<file path="config.mk">
export PLATFORM = sky130hd
export DESIGN_NAME = matmul_engine
export DESIGN_NICKNAME = d
export VERILOG_FILES = /design/src/rtl/matmul_pkg.sv /design/src/rtl/matmul_dot_unit.sv /design/src/rtl/matmul_engine.sv
export SDC_FILE = /design/constraint.sdc
export NUM_CORES = 1
export LEC_CHECK = 0
export ABC_AREA = 1
export CAP_MARGIN = 20
export CORE_MARGIN = 8
export CORE_UTILIZATION = 55
export CTS_CLUSTER_SIZE = 10
export DETAILED_ROUTE_END_ITERATION = 16
export DONT_BUFFER_PORTS = 1
export PLACE_DENSITY = 0.7
export SYNTH_ARGS = -nofsm -noshare
export SYNTH_HDL_FRONTEND = slang
export SYNTH_SLANG_ARGS = --single-unit
</file>
<file path="constraint.sdc">
create_clock -name ic -period 10.8 [get_ports ic]
set_clock_uncertainty 0.05 [all_clocks]
set_input_delay 2.16 -clock ic [delete_from_list [all_inputs] [get_ports ic]]
set_output_delay 2.16 -clock ic [all_outputs]
set_load 0.005 [all_outputs]
</file>
<file path="src/rtl/matmul_pkg.sv">
// matmul_pkg: shared types and width/index helpers for the matmul_engine block.
package matmul_pkg;

  // Controller states: operand load, result computation, result set complete.
  typedef enum logic [1:0] {
    LOAD    = 2'd0,
    COMPUTE = 2'd1,
    DONE    = 2'd2
  } state_t;

  // Result address width: enough to index all N*N result entries.
  function automatic int calc_aw(input int n);
    return $clog2(n * n);
  endfunction

  // Result width: full product width plus growth for an N-term sum.
  function automatic int calc_ow(input int n, input int dw);
    return 2 * dw + $clog2(n);
  endfunction

  // Row index of a row-major element index.
  function automatic int row_of(input int k, input int n);
    return k / n;
  endfunction

  // Column index of a row-major element index.
  function automatic int col_of(input int k, input int n);
    return k % n;
  endfunction

endpackage

</file>
<file path="src/rtl/matmul_dot_unit.sv">
// matmul_dot_unit: combinational N-lane dot product of one row of A with one
// column of B. MATMUL_SIGNED_EN selects two's-complement operands; otherwise
// operands are unsigned.
module matmul_dot_unit
  import matmul_pkg::*;
#(
  parameter int N  = 3,
  parameter int DW = 4,
  parameter int OW = calc_ow(N, DW)
) (
  input  logic [N-1:0][DW-1:0] a_row,
  input  logic [N-1:0][DW-1:0] b_col,
  output logic [OW-1:0]        dot
);

  logic [OW-1:0] prod_ext [N];

  // One multiplier per lane; operands are widened before the multiply so the
  // full 2*DW-bit product is kept, then extended to the result width.
  for (genvar gi = 0; gi < N; gi++) begin : g_lane
`ifdef MATMUL_SIGNED_EN
    logic signed [2*DW-1:0] prod;
    assign prod = $signed({{DW{a_row[gi][DW-1]}}, a_row[gi]}) *
                  $signed({{DW{b_col[gi][DW-1]}}, b_col[gi]});
    assign prod_ext[gi] = {{(OW-2*DW){prod[2*DW-1]}}, prod};
`else
    logic [2*DW-1:0] prod;
    assign prod = {{DW{1'b0}}, a_row[gi]} * {{DW{1'b0}}, b_col[gi]};
    assign prod_ext[gi] = {{(OW-2*DW){1'b0}}, prod};
`endif
  end

  // Sum the lane products; OW bits hold the exact sum in both number formats.
  always_comb begin
    dot = '0;
    for (int l = 0; l < N; l++) begin
      dot = dot + prod_ext[l];
    end
  end

endmodule

</file>
<file path="src/rtl/matmul_engine.sv">
// matmul_engine: N x N matrix multiplier. Operands stream in over a
// valid/ready handshake (A then B, row-major), one result element is computed
// per enabled cycle, and results are read through a registered address port.
// MATMUL_SIGNED_EN selects two's-complement arithmetic (default: unsigned).
module matmul_engine
  import matmul_pkg::*;
#(
  parameter int N  = 3,
  parameter int DW = 4,
  parameter int AW = calc_aw(N),
  parameter int OW = calc_ow(N, DW)
) (
  input  logic          ic,
  input  logic          mr,
  input  logic          en,
  input  logic          in_valid,
  output logic          in_ready,
  input  logic [DW-1:0] in_data,
  output logic          busy,
  output logic          done,
  input  logic [AW-1:0] rd_addr,
  output logic [OW-1:0] rd_data
);

  localparam int NN = N * N;
  // Load counter spans 0..2*N*N-1, one bit wider than the element index.
  localparam int LW = AW + 1;
  localparam logic [LW-1:0] LD_LAST = LW'(2 * NN - 1);
  localparam logic [LW-1:0] LD_B0   = LW'(NN);
  localparam logic [AW-1:0] K_LAST  = AW'(NN - 1);

  state_t               state_reg;
  logic [LW-1:0]        ld_cnt_reg;
  logic [AW-1:0]        k_reg;
  logic [DW-1:0]        a_mem [NN];
  logic [DW-1:0]        b_mem [NN];
  logic [OW-1:0]        r_mem [NN];

  logic                 accept;
  logic [AW-1:0]        a_idx;
  logic [AW-1:0]        b_idx;
  int                   row_idx;
  int                   col_idx;
  logic [N-1:0][DW-1:0] a_row;
  logic [N-1:0][DW-1:0] b_col;
  logic [OW-1:0]        dot;

  // Operands are accepted in LOAD and DONE; held low while in reset.
  assign in_ready = mr & en & (state_reg != COMPUTE);
  assign accept   = in_valid & in_ready;
  assign busy     = (state_reg == COMPUTE);
  assign done     = (state_reg == DONE);

  assign a_idx   = ld_cnt_reg[AW-1:0];
  assign b_idx   = AW'(ld_cnt_reg - LD_B0);
  assign row_idx = row_of(int'(k_reg), N);
  assign col_idx = col_of(int'(k_reg), N);

  // Gather row i of A and column j of B for the element being computed.
  for (genvar gi = 0; gi < N; gi++) begin : g_gather
    assign a_row[gi] = a_mem[AW'(row_idx * N + gi)];
    assign b_col[gi] = b_mem[AW'(gi * N + col_idx)];
  end

  matmul_dot_unit #(
    .N  (N),
    .DW (DW),
    .OW (OW)
  ) u_dot (
    .a_row (a_row),
    .b_col (b_col),
    .dot   (dot)
  );

  // Controller, operand storage and result bank; everything freezes when en=0.
  always_ff @(posedge ic or negedge mr) begin
    if (!mr) begin
      state_reg  <= LOAD;
      ld_cnt_reg <= '0;
      k_reg      <= '0;
      for (int e = 0; e < NN; e++) begin
        a_mem[e] <= '0;
        b_mem[e] <= '0;
        r_mem[e] <= '0;
      end
    end else if (en) begin
      case (state_reg)
        LOAD: begin
          if (accept) begin
            if (ld_cnt_reg < LD_B0) begin
              a_mem[a_idx] <= in_data;
            end else begin
              b_mem[b_idx] <= in_data;
            end
            if (ld_cnt_reg == LD_LAST) begin
              state_reg  <= COMPUTE;
              ld_cnt_reg <= '0;
              k_reg      <= '0;
            end else begin
              ld_cnt_reg <= ld_cnt_reg + LW'(1);
            end
          end
        end
        COMPUTE: begin
          r_mem[k_reg] <= dot;
          if (k_reg == K_LAST) begin
            state_reg <= DONE;
            k_reg     <= '0;
          end else begin
            k_reg <= k_reg + AW'(1);
          end
        end
        DONE: begin
          // A new job starts with its first operand; previous results stay
          // readable until COMPUTE overwrites them.
          if (accept) begin
            a_mem[0]   <= in_data;
            ld_cnt_reg <= LW'(1);
            state_reg  <= LOAD;
          end
        end
        default: state_reg <= LOAD;
      endcase
    end
  end

  // Registered result read; runs regardless of en, out-of-range reads give 0.
  always_ff @(posedge ic or negedge mr) begin
    if (!mr) begin
      rd_data <= '0;
    end else if (int'(rd_addr) < NN) begin
      rd_data <= r_mem[rd_addr];
    end else begin
      rd_data <= '0;
    end
  end

endmodule

</file>
==> flow_metrics.py <==
metrics = {
    "place": {
        "placed_area_sq_um": 12100,
        "finalWeightedCongestion": 0.951,
        "port_buffers": 0,
        "dp_cells": 1863,
        "dpl.hpwl_um": 22200,
    },
    "finish": {
        "final_area_sq_um": 12700,
        "largest_register_ffs": 90,
        "largest-register": "r_mem",
        "layout.nets": 1700,
        "diodes": 0,
        "drive_gt1_share_pct": 4.89,
        "final_common_cell": "nand2_1",
        "area_growth_pct": 5.96,
        "fin_cells": 1896,
        "final_cell_mix": "nand2_1, o21ai_0, inv_1, dfrtp_1, nor2_1",
        "reg_top3": "r_mem x90, a_mem x36, b_mem x36",
    },
    "min_path": {
        "min_path_type": "register to register",
    },
    "synthesis": {
        "avgSynthCellArea_sq_um": 7.35,
        "yosysWarnings": 0,
        "yosys-top-cells-area": "dfrtp_1, nand2_1, o21ai_0",
        "synthCells": 1630,
        "synth_edf_count": 0,
        "ys_types": 45,
        "synthFlopType": "dfrtp_1",
        "synth_top_area_share_pct": 38.2,
        "async_flop_share_pct": 100,
        "synth.yosys.seq_area_share_pct": 38.2,
        "synth-seq-cells": 183,
        "synth_area_sq_um": 12000,
        "synth_nets": 1727,
        "synth_top_area_cell": "dfrtp_1",
    },
    "worst_setup_path": {
        "cp-start-kind": "register",
        "worstSetupPathType": "register to register",
        "worst_ep_required_time_ns": 11.03,
        "endpoint_kind": "register",
        "slowest_stage": "fa_1",
        "path_max_fanout": 14,
        "worstPathArrival_ns": 10.06,
        "critPathMaxStageDelay_ns": 0.55,
    },
    "timing": {
        "slew_viol_final": 0,
        "relSlewSlack_pct": 34.0,
        "period_needed_ns": 9.82,
        "holdWs_ns": 0.425,
        "grt_setup_unrepaired": "false",
        "tns_ns": 0,
        "fmax_mhz": 102,
        "hold_viol": 0,
        "setup_viol": 0,
        "period_share_pct": 90.9,
        "worst_pin_slew_ns": 0.986,
    },
    "floorplanning": {
        "dieArea_sq_um": 26800,
        "core_sq_um": 21600,
        "die_y_um": 164,
        "start_util_pct": 55.4,
        "num_rows": 54,
        "die_w_um": 164,
        "boundaryPins": 25,
    },
    "cts": {
        "clkSinkCount": 183,
        "cts_resized": 0,
        "clock_latency_ns": 0.44,
        "cts_setup_buffers": 0,
        "numCtsBuffers": 17,
        "path_clk_slew_ns": 0.08,
        "htreeDepth": 4,
        "cts_hold_buffers": 0,
        "tritoncts": "done",
        "clockBufferDepth": 2,
        "cts-root-buf": "clkbuf_16",
    },
    "route": {
        "wire_per_inst_um": 16.3,
        "first_pass_iters": 6,
        "vias": 10500,
        "remaining_drc_errors": 0,
        "ant_nets": 0,
        "wl_um": 31000,
        "via_per_inst": 5.53,
        "drtIter0Drc": 1109,
    },
    "global_route": {
        "grt_pass1_vias": 9802,
        "track_usage_pct": 23.9,
        "antenna_found_initial": 0,
        "grt_pass1_wl_um": 50700,
        "overflow": 0,
        "grt_max_degree": 185,
    },
    "job": {
        "maxCapViolCount": 0,
    },
    "run_status": {
        "status": "complete, no violations",
    },
}
synth_stat cells, types with 2 or more instances:
| library cell | instances |
|---|---|
| nor2_2 | 4 |
| o22ai_1 | 4 |
| a32o_1 | 2 |
| o211ai_1 | 21 |
| dfrtp_1 | 183 |
| o21ai_1 | 2 |
| xor2_1 | 6 |
| nand2_4 | 3 |
| nor2_1 | 100 |
| clkinv_1 | 4 |
| a21oi_2 | 7 |
| a221oi_1 | 2 |
| nand4_1 | 15 |
| nand2_1 | 494 |
| nor3_1 | 17 |
| buf_4 | 6 |
| mux2i_1 | 2 |
| clkbuf_1 | 32 |
| inv_1 | 193 |
| and2_1 | 2 |
| fa_1 | 27 |
| inv_2 | 6 |
| buf_6 | 8 |
| ha_1 | 58 |
| nand3_1 | 85 |
| a211oi_1 | 2 |
| nand2_2 | 10 |
| a21oi_1 | 82 |
| nand3_2 | 4 |
| or2_2 | 3 |
| a31o_2 | 3 |
| o21ai_0 | 221 |
| buf_2 | 5 |
| xnor2_1 | 6 |
critical path, delay by kind of cell (launching register included):
kind            cells  cell delay, ns
xor+xnor            2            0.57
compound gates      6            1.41
buf+inv             9            0.91
simple gates       15            1.67
fa+ha+maj          12            4.59
flops               1            0.48
layer usage:
| metal | wire [um] | global-route usage (%) | vias up |
|---|---|---|---|
| met5 | 0 | 0 | - |
| met4 | 668 | 7.07 | 0 |
| met3 | 1760 | 3.93 | 45 |
| met2 | 13700 | 36.4 | 282 |
| met1 | 14800 | 34.3 | 4933 |
| li1 | - | - | 5216 |
logic make-up after synthesis:
family          Yosys count  share of synthesized area (%)
compound gates          350                           15.7
xor+xnor                 12                          0.877
fa+ha+maj                85                           10.6
buf+inv                 255                           8.73
flops                   183                           38.2
mux                       2                          0.167
simple gates            743                           25.7
path summary, 6_finish.rpt:
path,start,endpoint,slack (ns),cells past startpoint
setup / recovery,k_reg[3],r_mem[89],0.98,44
hold / removal,ld_cnt_reg[4],ld_cnt_reg[4],0.43,1
setup reg to reg,k_reg[3],r_mem[89],0.98,44
hold reg to reg,ld_cnt_reg[4],ld_cnt_reg[4],0.43,1
max in group asynchronous,mr,r_mem[39],9.12,0
min in group asynchronous,mr,r_mem[51],1.36,0
cell type report:
type                       count  area (sq um)
clock inverter                14           154
sequential                   183          4580
timing repair buffer           6          65.1
tap                          280           350
clock buffer                  18           429
fill                        2051          8920
inverter                     203           762
multi-input combinational   1192          6360
through the flow:
step                util [%]  worst slack, ns
detailed placement      55.9             1.09
global placement        55.9             1.38
global route            58.7            0.340
finish                  58.7            0.978
floorplan                  -             1.76
CTS                     58.6             1.07
Power is not shown: default switching activity piles up to over one toggle a cycle in this logic, so the estimate is an artifact.
